## src/rtl/video_stream_gate.sv

```systemverilog
// video_stream_gate
//   Avalon-ST video pass-through with frame-accurate pause, single-frame step,
//   full backpressure and per-frame statistics/IRQ, controlled over Avalon-MM.
//   Input is only gated between frames; the output pipeline always drains.
//
//   Optional feature macro: VSG_SIZE_CHECK_EN (EXPECT_PIXELS register, size_err
//   status bit, ctrl[10] irq enable). Undefined by default.
//
// Ports
//   clk, reset                 clock, asynchronous active-high reset
//   chipselect/address/write/writedata/read/readdata   Avalon-MM slave (read latency 1)
//   irq_sender                 level interrupt
//   valid_in/ready_out/data_in/startofpacket_in/endofpacket_in       ST sink
//   valid_out/ready_in/data_out/startofpacket_out/endofpacket_out    ST source
//
// state    | meaning
// ---------+--------------------------------------------------------------
// S_RUN    | pass-through, input open
// S_WAIT   | pause requested mid-frame, input open until the frame's eop
// S_PAUSED | input closed between frames, pipeline still drains
// S_STEP   | input open for exactly one frame, then back to S_PAUSED
module video_stream_gate #(
   parameter int DATA_W     = 16,
   parameter int PIPE_DEPTH = 2,
   parameter int CNT_W      = 24
) (
   input  logic              clk,
   input  logic              reset,
   input  logic              chipselect,
   input  logic [2:0]        address,
   input  logic              write,
   input  logic [31:0]       writedata,
   input  logic              read,
   output logic [31:0]       readdata,
   output logic              irq_sender,
   input  logic              valid_in,
   output logic              ready_out,
   input  logic [DATA_W-1:0] data_in,
   input  logic              startofpacket_in,
   input  logic              endofpacket_in,
   output logic              valid_out,
   input  logic              ready_in,
   output logic [DATA_W-1:0] data_out,
   output logic              startofpacket_out,
   output logic              endofpacket_out
);

   typedef enum logic [1:0] {S_RUN, S_WAIT, S_PAUSED, S_STEP} state_t;
   state_t state, state_nxt;

   logic [PIPE_DEPTH-1:0] pv, ps, pe;
   logic [DATA_W-1:0]     pd [PIPE_DEPTH];

   logic adv, gate_open, acc, acc_sop, acc_eop;
   logic in_frame, in_frame_nxt, step_frame;
   logic pause_req;
   logic [1:0] irq_mask;
   logic eof_evt, pause_evt, pause_evt_set;
   logic [31:0] frame_cnt;
   logic [CNT_W-1:0] pix_cnt, cnt_now, last_pixels;
   logic mm_wr, mm_rd, ctrl_wr, step_pulse;
   logic [31:0] status_clr, rd_mux;
   logic unused_wdata;

   assign unused_wdata = ^writedata;

   assign valid_out         = pv[PIPE_DEPTH-1];
   assign startofpacket_out = ps[PIPE_DEPTH-1];
   assign endofpacket_out   = pe[PIPE_DEPTH-1];
   assign data_out          = pd[PIPE_DEPTH-1];

   assign adv       = ready_in | ~valid_out;
   assign gate_open = (state != S_PAUSED);
   // reset term keeps ready low while reset is held, so nothing is accepted then
   assign ready_out = adv & gate_open & ~reset;
   assign acc       = valid_in & ready_out;
   assign acc_sop   = acc & startofpacket_in;
   assign acc_eop   = acc & endofpacket_in;

   assign mm_wr      = chipselect & write;
   assign mm_rd      = chipselect & read;
   assign ctrl_wr    = mm_wr & (address == 3'd0);
   assign step_pulse = ctrl_wr & writedata[1];
   assign status_clr = (mm_wr && address == 3'd1) ? writedata : 32'd0;

   always_ff @(posedge clk or posedge reset) begin
      if (reset) begin
         pv <= '0;
         ps <= '0;
         pe <= '0;
         for (int i = 0; i < PIPE_DEPTH; i++) pd[i] <= '0;
      end else if (adv) begin
         pv[0] <= acc;
         ps[0] <= acc_sop;
         pe[0] <= acc_eop;
         pd[0] <= data_in;
         for (int i = 1; i < PIPE_DEPTH; i++) begin
            pv[i] <= pv[i-1];
            ps[i] <= ps[i-1];
            pe[i] <= pe[i-1];
            pd[i] <= pd[i-1];
         end
      end
   end

   // Decisions use the post-beat frame status so a sop accepted in the same
   // cycle as the pause request is never cut off.
   assign in_frame_nxt = acc_eop ? 1'b0 : (acc_sop ? 1'b1 : in_frame);

   always_comb begin
      state_nxt = state;
      case (state)
         S_RUN:    if (pause_req) state_nxt = in_frame_nxt ? S_WAIT : S_PAUSED;
         S_WAIT:   if (!pause_req) state_nxt = S_RUN;
                   else if (acc_eop) state_nxt = S_PAUSED;
         S_PAUSED: if (step_pulse) state_nxt = S_STEP;
                   else if (!pause_req) state_nxt = S_RUN;
         S_STEP:   if (!pause_req) state_nxt = S_RUN;
                   else if (acc_eop && (step_frame || acc_sop)) state_nxt = S_PAUSED;
         default:  state_nxt = S_RUN;
      endcase
   end

   assign pause_evt_set = (state_nxt == S_PAUSED) && (state != S_PAUSED);

   always_ff @(posedge clk or posedge reset) begin
      if (reset) begin
         state      <= S_RUN;
         in_frame   <= 1'b0;
         step_frame <= 1'b0;
      end else begin
         state    <= state_nxt;
         in_frame <= in_frame_nxt;
         if (state != S_STEP || acc_eop) step_frame <= 1'b0;
         else if (acc_sop)                step_frame <= 1'b1;
      end
   end

   assign cnt_now = acc_sop ? CNT_W'(1) : ((&pix_cnt) ? pix_cnt : pix_cnt + CNT_W'(1));

`ifdef VSG_SIZE_CHECK_EN
   logic        size_err, size_irq_en;
   logic [31:0] expect_pixels;
`endif

   always_ff @(posedge clk or posedge reset) begin
      if (reset) begin
         pause_req   <= 1'b0;
         irq_mask    <= 2'b00;
         eof_evt     <= 1'b0;
         pause_evt   <= 1'b0;
         frame_cnt   <= '0;
         pix_cnt     <= '0;
         last_pixels <= '0;
      end else begin
         if (ctrl_wr) begin
            pause_req <= writedata[0];
            irq_mask  <= writedata[9:8];
         end
         // set has priority over a same-cycle W1C
         eof_evt   <= acc_eop | (eof_evt & ~status_clr[0]);
         pause_evt <= pause_evt_set | (pause_evt & ~status_clr[1]);
         if (acc) pix_cnt <= acc_eop ? '0 : cnt_now;
         if (acc_eop) begin
            last_pixels <= cnt_now;
            frame_cnt   <= frame_cnt + 32'd1;
         end
      end
   end

`ifdef VSG_SIZE_CHECK_EN
   always_ff @(posedge clk or posedge reset) begin
      if (reset) begin
         size_err      <= 1'b0;
         size_irq_en   <= 1'b0;
         expect_pixels <= '0;
      end else begin
         if (ctrl_wr) size_irq_en <= writedata[10];
         if (mm_wr && address == 3'd4) expect_pixels <= writedata;
         size_err <= (acc_eop && expect_pixels != 32'd0 && 32'(cnt_now) != expect_pixels)
                   | (size_err & ~status_clr[3]);
      end
   end
   assign irq_sender = |({pause_evt, eof_evt} & irq_mask) | (size_err & size_irq_en);
`else
   assign irq_sender = |({pause_evt, eof_evt} & irq_mask);
`endif

   always_comb begin
      rd_mux = 32'd0;
      case (address)
         3'd0: begin
            rd_mux[0]   = pause_req;
            rd_mux[9:8] = irq_mask;
`ifdef VSG_SIZE_CHECK_EN
            rd_mux[10]  = size_irq_en;
`endif
         end
         3'd1: begin
            rd_mux[0] = eof_evt;
            rd_mux[1] = pause_evt;
            rd_mux[2] = (state == S_PAUSED);
`ifdef VSG_SIZE_CHECK_EN
            rd_mux[3] = size_err;
`endif
         end
         3'd2: rd_mux = frame_cnt;
         3'd3: rd_mux = 32'(last_pixels);
`ifdef VSG_SIZE_CHECK_EN
         3'd4: rd_mux = expect_pixels;
`endif
         default: rd_mux = 32'd0;
      endcase
   end

   always_ff @(posedge clk or posedge reset) begin
      if (reset) readdata <= '0;
      else       readdata <= mm_rd ? rd_mux : 32'd0;
   end

endmodule
```

## config.mk

```make
export PLATFORM = sky130hd
export DESIGN_NAME = video_stream_gate
export DESIGN_NICKNAME = d
export VERILOG_FILES = /design/src/rtl/video_stream_gate.sv
export SDC_FILE = /design/constraint.sdc
export NUM_CORES = 1
export LEC_CHECK = 0
export CAP_MARGIN = 20
export CORE_ASPECT_RATIO = 0.9
export CORE_MARGIN = 2
export CORE_UTILIZATION = 58
export CTS_CLUSTER_SIZE = 24
export DETAILED_ROUTE_END_ITERATION = 16
export PLACE_DENSITY = 0.91
export SYNTH_ARGS = -nofsm -noshare
export SYNTH_HDL_FRONTEND = slang
export SYNTH_SLANG_ARGS = --single-unit
```

## constraint.sdc

```tcl
create_clock -name clk -period 10.01 [get_ports clk]
set_clock_uncertainty 0.1 [all_clocks]
set_input_delay 2.002 -clock clk [delete_from_list [all_inputs] [get_ports clk]]
set_output_delay 2.002 -clock clk [all_outputs]
set_load 0.02 [all_outputs]
```

==> results of run 1 <==
-- kinds of logic (layout without fill, tap and decap cells) --
family	count (synthesis)	after routing	synth area share, %
AOI/OAI and AO/OA	114	114	10.46
DFF	159	159	54.17
and+or+nand+nor	346	346	23.07
buffers and inverters	66	134	4.344
adders and majority gates	2	2	0.3407
muxes	9	9	1.295
xor gates and xnor gates	53	53	6.320
-- synthesized netlist by cell type, types with 12 or more instances --
master                       n
sky130_fd_sc_hd__and2_1     12
sky130_fd_sc_hd__nand4_1    16
sky130_fd_sc_hd__nand3_1    28
sky130_fd_sc_hd__nand2_1   171
sky130_fd_sc_hd__clkbuf_1   28
sky130_fd_sc_hd__xor2_1     21
sky130_fd_sc_hd__dfrtp_1   159
sky130_fd_sc_hd__a22oi_1    21
sky130_fd_sc_hd__xnor2_1    32
sky130_fd_sc_hd__buf_4      16
sky130_fd_sc_hd__nor2_1     40
sky130_fd_sc_hd__nor3_1     16
sky130_fd_sc_hd__o21ai_0    40
-- final timing paths --
path / start / endpoint / slack (ns)
max: reset / ready_out / 4.22
min: frame_cnt[31]$_DFFE_PP0N_ / frame_cnt[31]$_DFFE_PP0N_ / 0.37
max reg2reg: pv[1]$_DFFE_PP0N_ / frame_cnt[29]$_DFFE_PP0N_ / 7.07
min reg2reg: frame_cnt[31]$_DFFE_PP0N_ / frame_cnt[31]$_DFFE_PP0N_ / 0.37
max in group asynchronous: reset / readdata[25]$_DFF_PP0_ / 6.29
min in group asynchronous: reset / pd[16]$_DFFE_PP0N_ / 2.21
-- layout make-up --
cell class / count / area, um^2
tap: 160 / 200.2
sequential: 159 / 3979
fill: 773 / 3377
multi-input combinational: 524 / 3049
clock buffer: 20 / 466.7
clock inverter: 12 / 207.7
inverter: 11 / 46.29
timing repair buffer: 91 / 893.4
-- flip-flops by register name, summed over array words and instances (netlist names), 2 cells and up --
register,count
frame_cnt,32
ps,2
pix_cnt,24
last_pixels,24
readdata,32
pv,2
irq_mask,2
state,2
pd,16
pe,2
data_out,16
-- per-layer routing --
metal	share of wire (%)	global-route usage, %	wire [um]
met5	0	0	0
met3	8.2	7.356	1517
met2	49	46.19	9200
met4	3.9	12.95	725
met1	38	36.99	7164
-- metrics by stage --
step | worst slack [ns] | power, mW | hold WS (ns)
floorplan | 2.773 | 0.9243 | 0.3336
global placement | 4.362 | 0.9941 | 0.3460
detailed placement | 4.301 | 1.012 | 0.3553
CTS | 4.241 | 1.743 | 0.3683
global route | 4.199 | 1.806 | 0.3905
finish | 4.217 | 1.746 | 0.3665
-- where the power goes --
part	leakage, nW	switching, mW	internal, mW
clock	0.319	0.267	0.464
combinational	1.55	0.162	0.102
sequential	2.10	0.0537	0.699
total	3.97	0.482	1.26
-- layout by cell type (no fill, tap or decap), drive strengths merged, types with 20 or more instances in the layout --
cell type | synthesis | layout
clkdlybuf4s50 | 0 | 84
clkbuf | 28 | 20
o21ai | 43 | 43
dfrtp | 159 | 159
xnor2 | 32 | 32
a22oi | 21 | 21
xor2 | 21 | 21
nand2 | 172 | 172
nor2 | 40 | 40
nand3 | 29 | 29
-- worst max-delay path, stage by stage --
cell and delay, ns:
sky130_fd_sc_hd__clkdlybuf4s50_1 0.58, sky130_fd_sc_hd__nor3_1 0.41, sky130_fd_sc_hd__clkdlybuf4s50_1 0.70
==> flow_metrics.tcl, run 1 <==
set metrics [dict create \
    outcome "finished, final reports clean" \
    grt_antenna_before_repair 0 \
    drt_wl_total_um 18610 \
    achievable-frequency_mhz 172.6 \
    setup_violations 0 \
    timing.final.hold_violations 0 \
    min_path_type "flop to flop" \
    final_util_pct 72.36 \
    dpl-instance-area_mm2 0.008160 \
    power_leakage_nw 3.970 \
    avgSynthCellArea_um2 9.806 \
    gpl.final_weighted_congestion 0.8997 \
    crit_path_end_kind "output pin" \
    maximum_number_of_pins_on_one_net_before_global_route_repair 95 \
    chipWidth_um 122.6 \
    clock_insertion_delay_worst_skew_ns 0.43 \
    standard_cell_rows 38 \
    yosysUniqueCellTypes 58 \
    finalCritPeriodShare_pct 57.87 \
    clock_slew_seen_by_the_registers_of_the_worst_setup_and_hold_paths_ns 0.06 \
    post_drt_wl_per_cell_um 19.05 \
    io_pins 113 \
    synth_sequential_area_ratio_pct 54.17 \
    timing.max_cap.violations 0 \
    clk_root_buffer_cell "sky130_fd_sc_hd__clkbuf_16" \
    nets 866 \
    critical_path_class "input port to output pin" \
    tns_ns 0 \
    worst_slew_margin_pct 26.33 \
    grt_pass1_wl_um 30780 \
    detail_route.drc_violations 0 \
    synth-edff-count 0 \
    area_growth_pct 20.39 \
    clock_tree_sinks 159 \
    port_buffers 84 \
    dominantRegCellSynth "sky130_fd_sc_hd__dfrtp_1" \
    critPathArrivalTime_ns 3.69 \
    grt_pass1_vias 6140 \
    power.ir.vdd_worst_mv 0.1417 \
    synth_area_mm2 0.007345 \
    biggest_fanout_along_the_worst_timing_path 5 \
    final-max-slew-violation-count 0 \
    post_drt_via_cell_ratio 6.286 \
    timing.final.crit_period_ns 5.793 \
    drive_gt1_share_pct 7.834 \
    place_inst 944 \
    synth_area_leader "sky130_fd_sc_hd__dfrtp_1" \
    rsz0062_at_grt "false" \
    async_reset_ff_share_pct 100.0 \
    hpwlAfterDp_um 11630 \
    insertedDiodeCount 0 \
    syn_inst_count 749 \
    postSynthNetCount 811 \
    grt_overflow 0 \
    synth.area.top_cells "sky130_fd_sc_hd__dfrtp_1 54%, sky130_fd_sc_hd__nand2_1 8.7%, sky130_fd_sc_hd__xnor2_1 3.8%" \
    cts_post_setup_buffers_inserted 0 \
    drt_first_iter_violations 818 \
    tritoncts "yes" \
    synth_top_area_share_pct 54.17 \
    reg2reg_depth 6 \
    cts_hold_buf 0 \
    cts-resized-gates 0 \
    layout.cells.non_filler 977 \
    post-route-cell-area_mm2 0.008842 \
    number_of_cells_traversed_by_the_worst_hold_path 1 \
    routed-via-count 6141 \
    number_of_clock_buffers_inserted_by_tritoncts 17 \
    critPathLaunchType "input port" \
    die-area_mm2 0.01358 \
    htree_levels 4 \
    global_route.usage.total_pct 28.90 \
    coreArea_mm2 0.01222 \
    p_per_area_mw_per_mm2 197.5 \
    dieHeight_um 110.8 \
    cts_buffer_depth 2 \
    worst_pin_slew_ns 1.095 \
    antenna_left 0 \
    number_of_synthesized_register_bits 159 \
    worst-endpoint-required_ns 7.91 \
    drt_pass1_iterations 5 \
    yosys_warnings 0 \
    initial_utilization_pct 60.11 \
]
No activity file was read; power rests on OpenSTA's default activity.
==> run 2, diff against run 1 <==
- CORE_UTILIZATION: 58 -> 49
- PLACE_DENSITY: 0.91 -> 0.83
- clock period: 10.01 -> 4.9 ns (I/O delays scaled with it)
==> run 2 against run 1 <==
Effect of this change: cell count increased by 4.4%; sequential cell count did not move; global-route usage down 7.6 points; worst hold slack worse by 0.0034 ns; die area increased by 18%; non-clock buffer count up 5; utilization shrank 12 points; clock power is 75% higher; combinational power rose by 94%; critical path type unchanged; critical endpoint unchanged.
==> flow_metrics.tcl, run 2 (same netlist as run 1, synthesis figures left out) <==
set metrics [dict create \
    post_drt_via_cell_ratio 5.607 \
    dieHeight_um 120.1 \
    cpPeakStageDelay_ns 0.68 \
    die-area_mm2 0.01599 \
    timing.final.crit_period_ns 3.598 \
    switching_share_pct 29.18 \
    achievable-frequency_mhz 277.9 \
    drt_wl_total_um 16180 \
    hpwlAfterDp_um 10940 \
    pwr-share-clk_pct 38.6 \
    finalCritPeriodShare_pct 73.43 \
    global_route.usage.total_pct 21.33 \
    cts-resized-gates 0 \
    timing.critical_path.cells "clkdlybuf4s50_1 > nor3_1 > clkdlybuf4s50_1" \
    critical_path_buf_inv_count 2 \
    critPathArrivalTime_ns 2.52 \
    insertedDiodeCount 0 \
    biggest_fanout_along_the_worst_timing_path 5 \
    cp_common_cell "sky130_fd_sc_hd__clkdlybuf4s50_1" \
    htree_levels 4 \
    mostFrequentLayoutCells "171 x sky130_fd_sc_hd__nand2_1, 159 x sky130_fd_sc_hd__dfrtp_1, 84 x sky130_fd_sc_hd__clkdlybuf4s50_1" \
    outcome "finished, final reports clean" \
    power.ir.vdd_worst_mv 0.2609 \
    gpl.final_weighted_congestion 0.8909 \
    critical-path-slowest-cell "sky130_fd_sc_hd__clkdlybuf4s50_1" \
    crit_path_end_kind "output pin" \
    nets 871 \
    clk_root_buffer_cell "sky130_fd_sc_hd__clkbuf_16" \
    drive_gt1_share_pct 8.394 \
    tritoncts "yes" \
    number_of_clock_buffers_inserted_by_tritoncts 17 \
    top_regs "frame_cnt x32, readdata x32" \
    crit_family "buffers and inverters" \
    cts_post_setup_buffers_inserted 0 \
    area_growth_pct 20.19 \
    grt_pass1_vias 5310 \
    clock_insertion_delay_worst_skew_ns 0.43 \
    io_pins 113 \
    worst-endpoint-required_ns 3.82 \
    final_util_pct 60.21 \
    grt_pass1_wl_um 26880 \
    grt_antenna_before_repair 0 \
    critical_path_class "input port to output pin" \
    standard_cell_rows 42 \
    port_buffers 84 \
    cts_hold_buf 0 \
    detail_route.drc_violations 0 \
    clock_tree_sinks 159 \
    timing.max_cap.violations 0 \
    timing.final.hold_violations 0 \
    routed-via-count 5719 \
    coreArea_mm2 0.01466 \
    post_drt_wl_per_cell_um 15.86 \
    clock_slew_seen_by_the_registers_of_the_worst_setup_and_hold_paths_ns 0.06 \
    setup_violations 0 \
    maximum_number_of_pins_on_one_net_before_global_route_repair 78 \
    power.sequential.fraction_pct 46.0 \
    dpl-instance-area_mm2 0.008244 \
    intPower_mw 2.352 \
    layout.cells.most_common "sky130_fd_sc_hd__nand2_1" \
    rsz0062_at_grt "false" \
    power.combinational.fraction_pct 15.4 \
    critPathLaunchType "input port" \
    switchingPower_mw 0.9691 \
    grt_overflow 0 \
    power_leakage_nw 3.953 \
    power.total_mw 3.322 \
    chipWidth_um 133.1 \
    p_per_area_mw_per_mm2 376.3 \
    antenna_left 0 \
    tns_ns 0 \
    final-max-slew-violation-count 0 \
    post-route-cell-area_mm2 0.008827 \
    min_path_type "flop to flop" \
    cts_buffer_depth 2 \
    drt_pass1_iterations 7 \
    initial_utilization_pct 50.09 \
    worst_pin_slew_ns 1.103 \
    worst_slew_margin_pct 25.85 \
    drt_first_iter_violations 568 \
]
[run 2: cell count changes in the layout (fill, tap and decap cells not counted), moves of 2 or more]
| cell | before | now |
|---|---|---|
| sky130_fd_sc_hd__bufinv_16 | 5 | 1 |
| sky130_fd_sc_hd__buf_4 | 7 | 11 |
| sky130_fd_sc_hd__clkinv_4 | 4 | 6 |
| sky130_fd_sc_hd__inv_6 | 1 | 4 |
| sky130_fd_sc_hd__clkbuf_8 | 3 | 0 |
| sky130_fd_sc_hd__inv_8 | 0 | 2 |
[run 2: final timing paths]
path,startpoint,endpoint,slack [ns],cells after the start
max,reset,ready_out,1.30,3
min,pv[0]$_DFFE_PP0N_,pv[1]$_DFFE_PP0N_,0.36,1
max reg2reg,pix_cnt[0]$_DFFE_PP0N_,pix_cnt[22]$_DFFE_PP0N_,2.16,6
min reg2reg,pv[0]$_DFFE_PP0N_,pv[1]$_DFFE_PP0N_,0.36,1
max in group asynchronous,reset,last_pixels[23]$_DFFE_PP0N_,2.15,4
min in group asynchronous,reset,data_out[10]$_DFFE_PP0N_,1.06,3
[run 2: power groups by stage]
stage | sequential [mW] | clock (mW) | combinational, mW
detailed placement | 1.55 | 0 | 0.511
CTS | 1.52 | 1.30 | 0.515
global route | 1.54 | 1.36 | 0.573
floorplan | 1.52 | 0 | 0.364
global placement | 1.54 | 0 | 0.502
finish | 1.53 | 1.28 | 0.512
[run 2: area by class of cell]
cell class | count | area, um^2
clock inverter | 15 | 152.6
tap | 198 | 247.7
multi-input combinational | 524 | 3049
timing repair buffer | 96 | 928.4
fill | 1167 | 5834
inverter | 11 | 45.04
clock buffer | 17 | 425.4
sequential | 159 | 3979
[run 2: per-layer routing]
layer	track usage, %	routed length [um]	share of wire, %
met1	29.15	7318	45
met2	33.87	7767	48
met3	4.901	796	4.9
met4	7.056	298	1.8
met5	0	0	0
[run 2: metrics by stage]
step / hold slack (ns) / cells / worst slack (ns)
2_1_floorplan: 0.3336 / 749 / 0.02737
6_report: 0.3631 / 1020 / 1.302
5_1_grt: 0.3709 / 1020 / 1.247
4_1_cts: 0.3614 / 1019 / 1.302
3_5_place_dp: 0.3481 / 987 / 1.132
3_3_place_gp: 0.3485 / 987 / 1.127
[run 2: worst register-to-register path, cell delays in order, from the launching register on]
cell                      delay (ns)
sky130_fd_sc_hd__dfrtp_1        0.44
sky130_fd_sc_hd__ha_1           0.23
sky130_fd_sc_hd__nand3_1        0.16
sky130_fd_sc_hd__nor4_2         0.93
sky130_fd_sc_hd__nand4_1        0.31
sky130_fd_sc_hd__or3_1          0.42
sky130_fd_sc_hd__nand3_1        0.09
==> run 3, diff against run 2 <==
- clock period: 4.9 -> 2.91 ns (I/O delays scaled with it)
==> run 3 against run 2 <==
Effect of this change: clock power is 88% higher; critical endpoint unchanged; worst hold slack worse by 0.0011 ns; cell count is 1.2% higher; global-route usage is 0.48 points higher; sequential share of layout area is 1.0 points lower; highest routed layer unchanged; worst setup slack worse by 1.1 ns; wire length is 3.4% higher.
==> flow_metrics.tcl, run 3 (same netlist as run 1, synthesis figures left out) <==
set metrics [dict create \
    drive_gt1_share_pct 10.43 \
    multiInputGateArea_mm2 0.003074 \
    insertedDiodeCount 0 \
    power.ir.vdd_worst_mv 0.4500 \
    crit_path_end_kind "output pin" \
    min_path_type "flop to flop" \
    crit_family "simple AND/OR/NAND/NOR gates" \
    port_buffers 84 \
    worstReg2RegStart "pix_cnt[0]$_DFFE_PP0N_" \
    post_drt_wl_per_cell_um 16.21 \
    critPathArrivalTime_ns 2.03 \
    clock_insertion_delay_worst_skew_ns 0.43 \
    critical-path-slowest-cell "sky130_fd_sc_hd__clkdlybuf4s50_1" \
    routed-via-count 5807 \
    worst_pin_slew_ns 0.8304 \
    detail_route.drc_violations 0 \
    placement.setup.worst_slack_ns 0.09024 \
    chipWidth_um 133.1 \
    coreArea_mm2 0.01466 \
    clock_tree_sinks 159 \
    tritoncts "yes" \
    worst_slew_margin_pct 44.51 \
    post_drt_via_cell_ratio 5.627 \
    hold_path_end "pv[1]$_DFFE_PP0N_" \
    cts-resized-gates 0 \
    hpwlAfterDp_um 11000 \
    p_per_area_mw_per_mm2 652.8 \
    critPathLaunchType "flop" \
    postLayoutSetupSlackWorst_ns 0.1970 \
    antenna_left 0 \
    dieHeight_um 120.1 \
    clk_root_buffer_cell "sky130_fd_sc_hd__clkbuf_16" \
    initial_utilization_pct 50.09 \
    timing.final.hold_violations 0 \
    biggest_fanout_along_the_worst_timing_path 6 \
    drt_first_iter_violations 528 \
    drt_wl_total_um 16730 \
    timing.final.crit_period_ns 2.713 \
    grt_pass1_wl_um 27800 \
    cts_buffer_depth 2 \
    final-max-slew-violation-count 0 \
    worst-endpoint-required_ns 2.23 \
    sequential_cell_area_mm2 0.003979 \
    regToRegEndpoint "pix_cnt[14]$_DFFE_PP0N_" \
    rsz0062_at_grt "false" \
    die-area_mm2 0.01599 \
    setup_violations 0 \
    cts_hold_buf 0 \
    cts_post_setup_buffers_inserted 0 \
    layout.cells.most_common "sky130_fd_sc_hd__nand2_1" \
    place_inst 1000 \
    critical_path_buf_inv_count 1 \
    timing.critical_path.cells "nor2b_1 > nor3_1 > clkdlybuf4s50_1" \
    critical_path_class "flop to output pin" \
    timing.max_cap.violations 0 \
    path_depth 3 \
    clock_slew_seen_by_the_registers_of_the_worst_setup_and_hold_paths_ns 0.06 \
    worstHoldStart "pv[0]$_DFFE_PP0N_" \
    achievable-frequency_mhz 368.6 \
    drt_pass1_iterations 6 \
    finalCritPeriodShare_pct 93.23 \
    reg2reg_depth 7 \
    number_of_cells_traversed_by_the_worst_hold_path 1 \
    nets 883 \
    power_leakage_nw 4.058 \
    maximum_number_of_pins_on_one_net_before_global_route_repair 134 \
    htree_levels 4 \
    gpl.final_weighted_congestion 0.9153 \
    grt_overflow 0 \
    grt_antenna_before_repair 0 \
    outcome "finished, final reports clean" \
    cpPeakStageDelay_ns 0.59 \
    io_pins 113 \
    mostFrequentLayoutCells "170 x sky130_fd_sc_hd__nand2_1, 159 x sky130_fd_sc_hd__dfrtp_1, 84 x sky130_fd_sc_hd__clkdlybuf4s50_1" \
    setup.reg_to_reg.worst_slack_ns 0.64 \
    number_of_clock_buffers_inserted_by_tritoncts 17 \
    layout.cells.non_filler 1032 \
    area_growth_pct 22.95 \
    num-fill-cells 1106 \
    grt_pass1_vias 5585 \
    standard_cell_rows 42 \
    top_regs "frame_cnt x32, readdata x32" \
    global_route.usage.total_pct 21.81 \
]
[run 3: worst max-delay path by stage]
stage	start	to	slack (ns)
2_1_floorplan	reset	pix_cnt[21]$_DFFE_PP0N_	-1.37
3_3_place_gp	reset	frame_cnt[24]$_DFFE_PP0N_	0.15
3_5_place_dp	reset	frame_cnt[22]$_DFFE_PP0N_	0.09
4_1_cts	ready_in	ready_out	0.19
5_1_grt	state[1]$_DFF_PP0_	ready_out	0.12
6_report	state[1]$_DFF_PP0_	ready_out	0.20
[run 3: through the flow]
stage / setup TNS, ns / total power, mW / util, % / area [um^2] / hold slack (ns)
floorplan: -34.35 / 3.193 / - / 7403 / 0.3336
finish: 0 / 5.895 / 61.59 / 9030 / 0.3620
CTS: 0 / 5.901 / 61.59 / 9030 / 0.3677
global route: 0 / 6.112 / 61.59 / 9030 / 0.3863
detailed placement: 0 / 3.503 / 57.15 / 8379 / 0.3545
global placement: 0 / 3.472 / 57.15 / 8379 / 0.3462
[run 3: cell type report]
type	count	area share, %
flip-flops and latches	159	44.06
multi-input cells	524	34.04
repair buffers	108	11.45
clock buffers	22	5.473
well taps	198	2.744
clock inverters	10	1.732
inverters	11	0.4988
[run 3: worst register-to-register path, cell delays in order (launching register included)]
cell                      delay, ns
sky130_fd_sc_hd__dfrtp_1       0.46
sky130_fd_sc_hd__ha_1          0.22
sky130_fd_sc_hd__nand3_1       0.16
sky130_fd_sc_hd__nor4_2        0.37
sky130_fd_sc_hd__buf_4         0.25
sky130_fd_sc_hd__nand4_1       0.19
sky130_fd_sc_hd__or3_1         0.39
sky130_fd_sc_hd__nand3_1       0.08
[run 3: where the power goes]
group / switching, mW / internal (mW)
combinational: 0.528 / 0.373
sequential: 0.181 / 2.40
clock: 0.865 / 1.54
total: 1.57 / 4.32
[run 3: per-layer routing]
layer / global-route usage, % / vias to the layer above / routed length [um]
li1: - / 2705 / -
met1: 28.60 / 2876 / 7364
met2: 35.75 / 194 / 8136
met3: 3.887 / 32 / 829
met4: 9.610 / 0 / 399
met5: 0 / - / 0
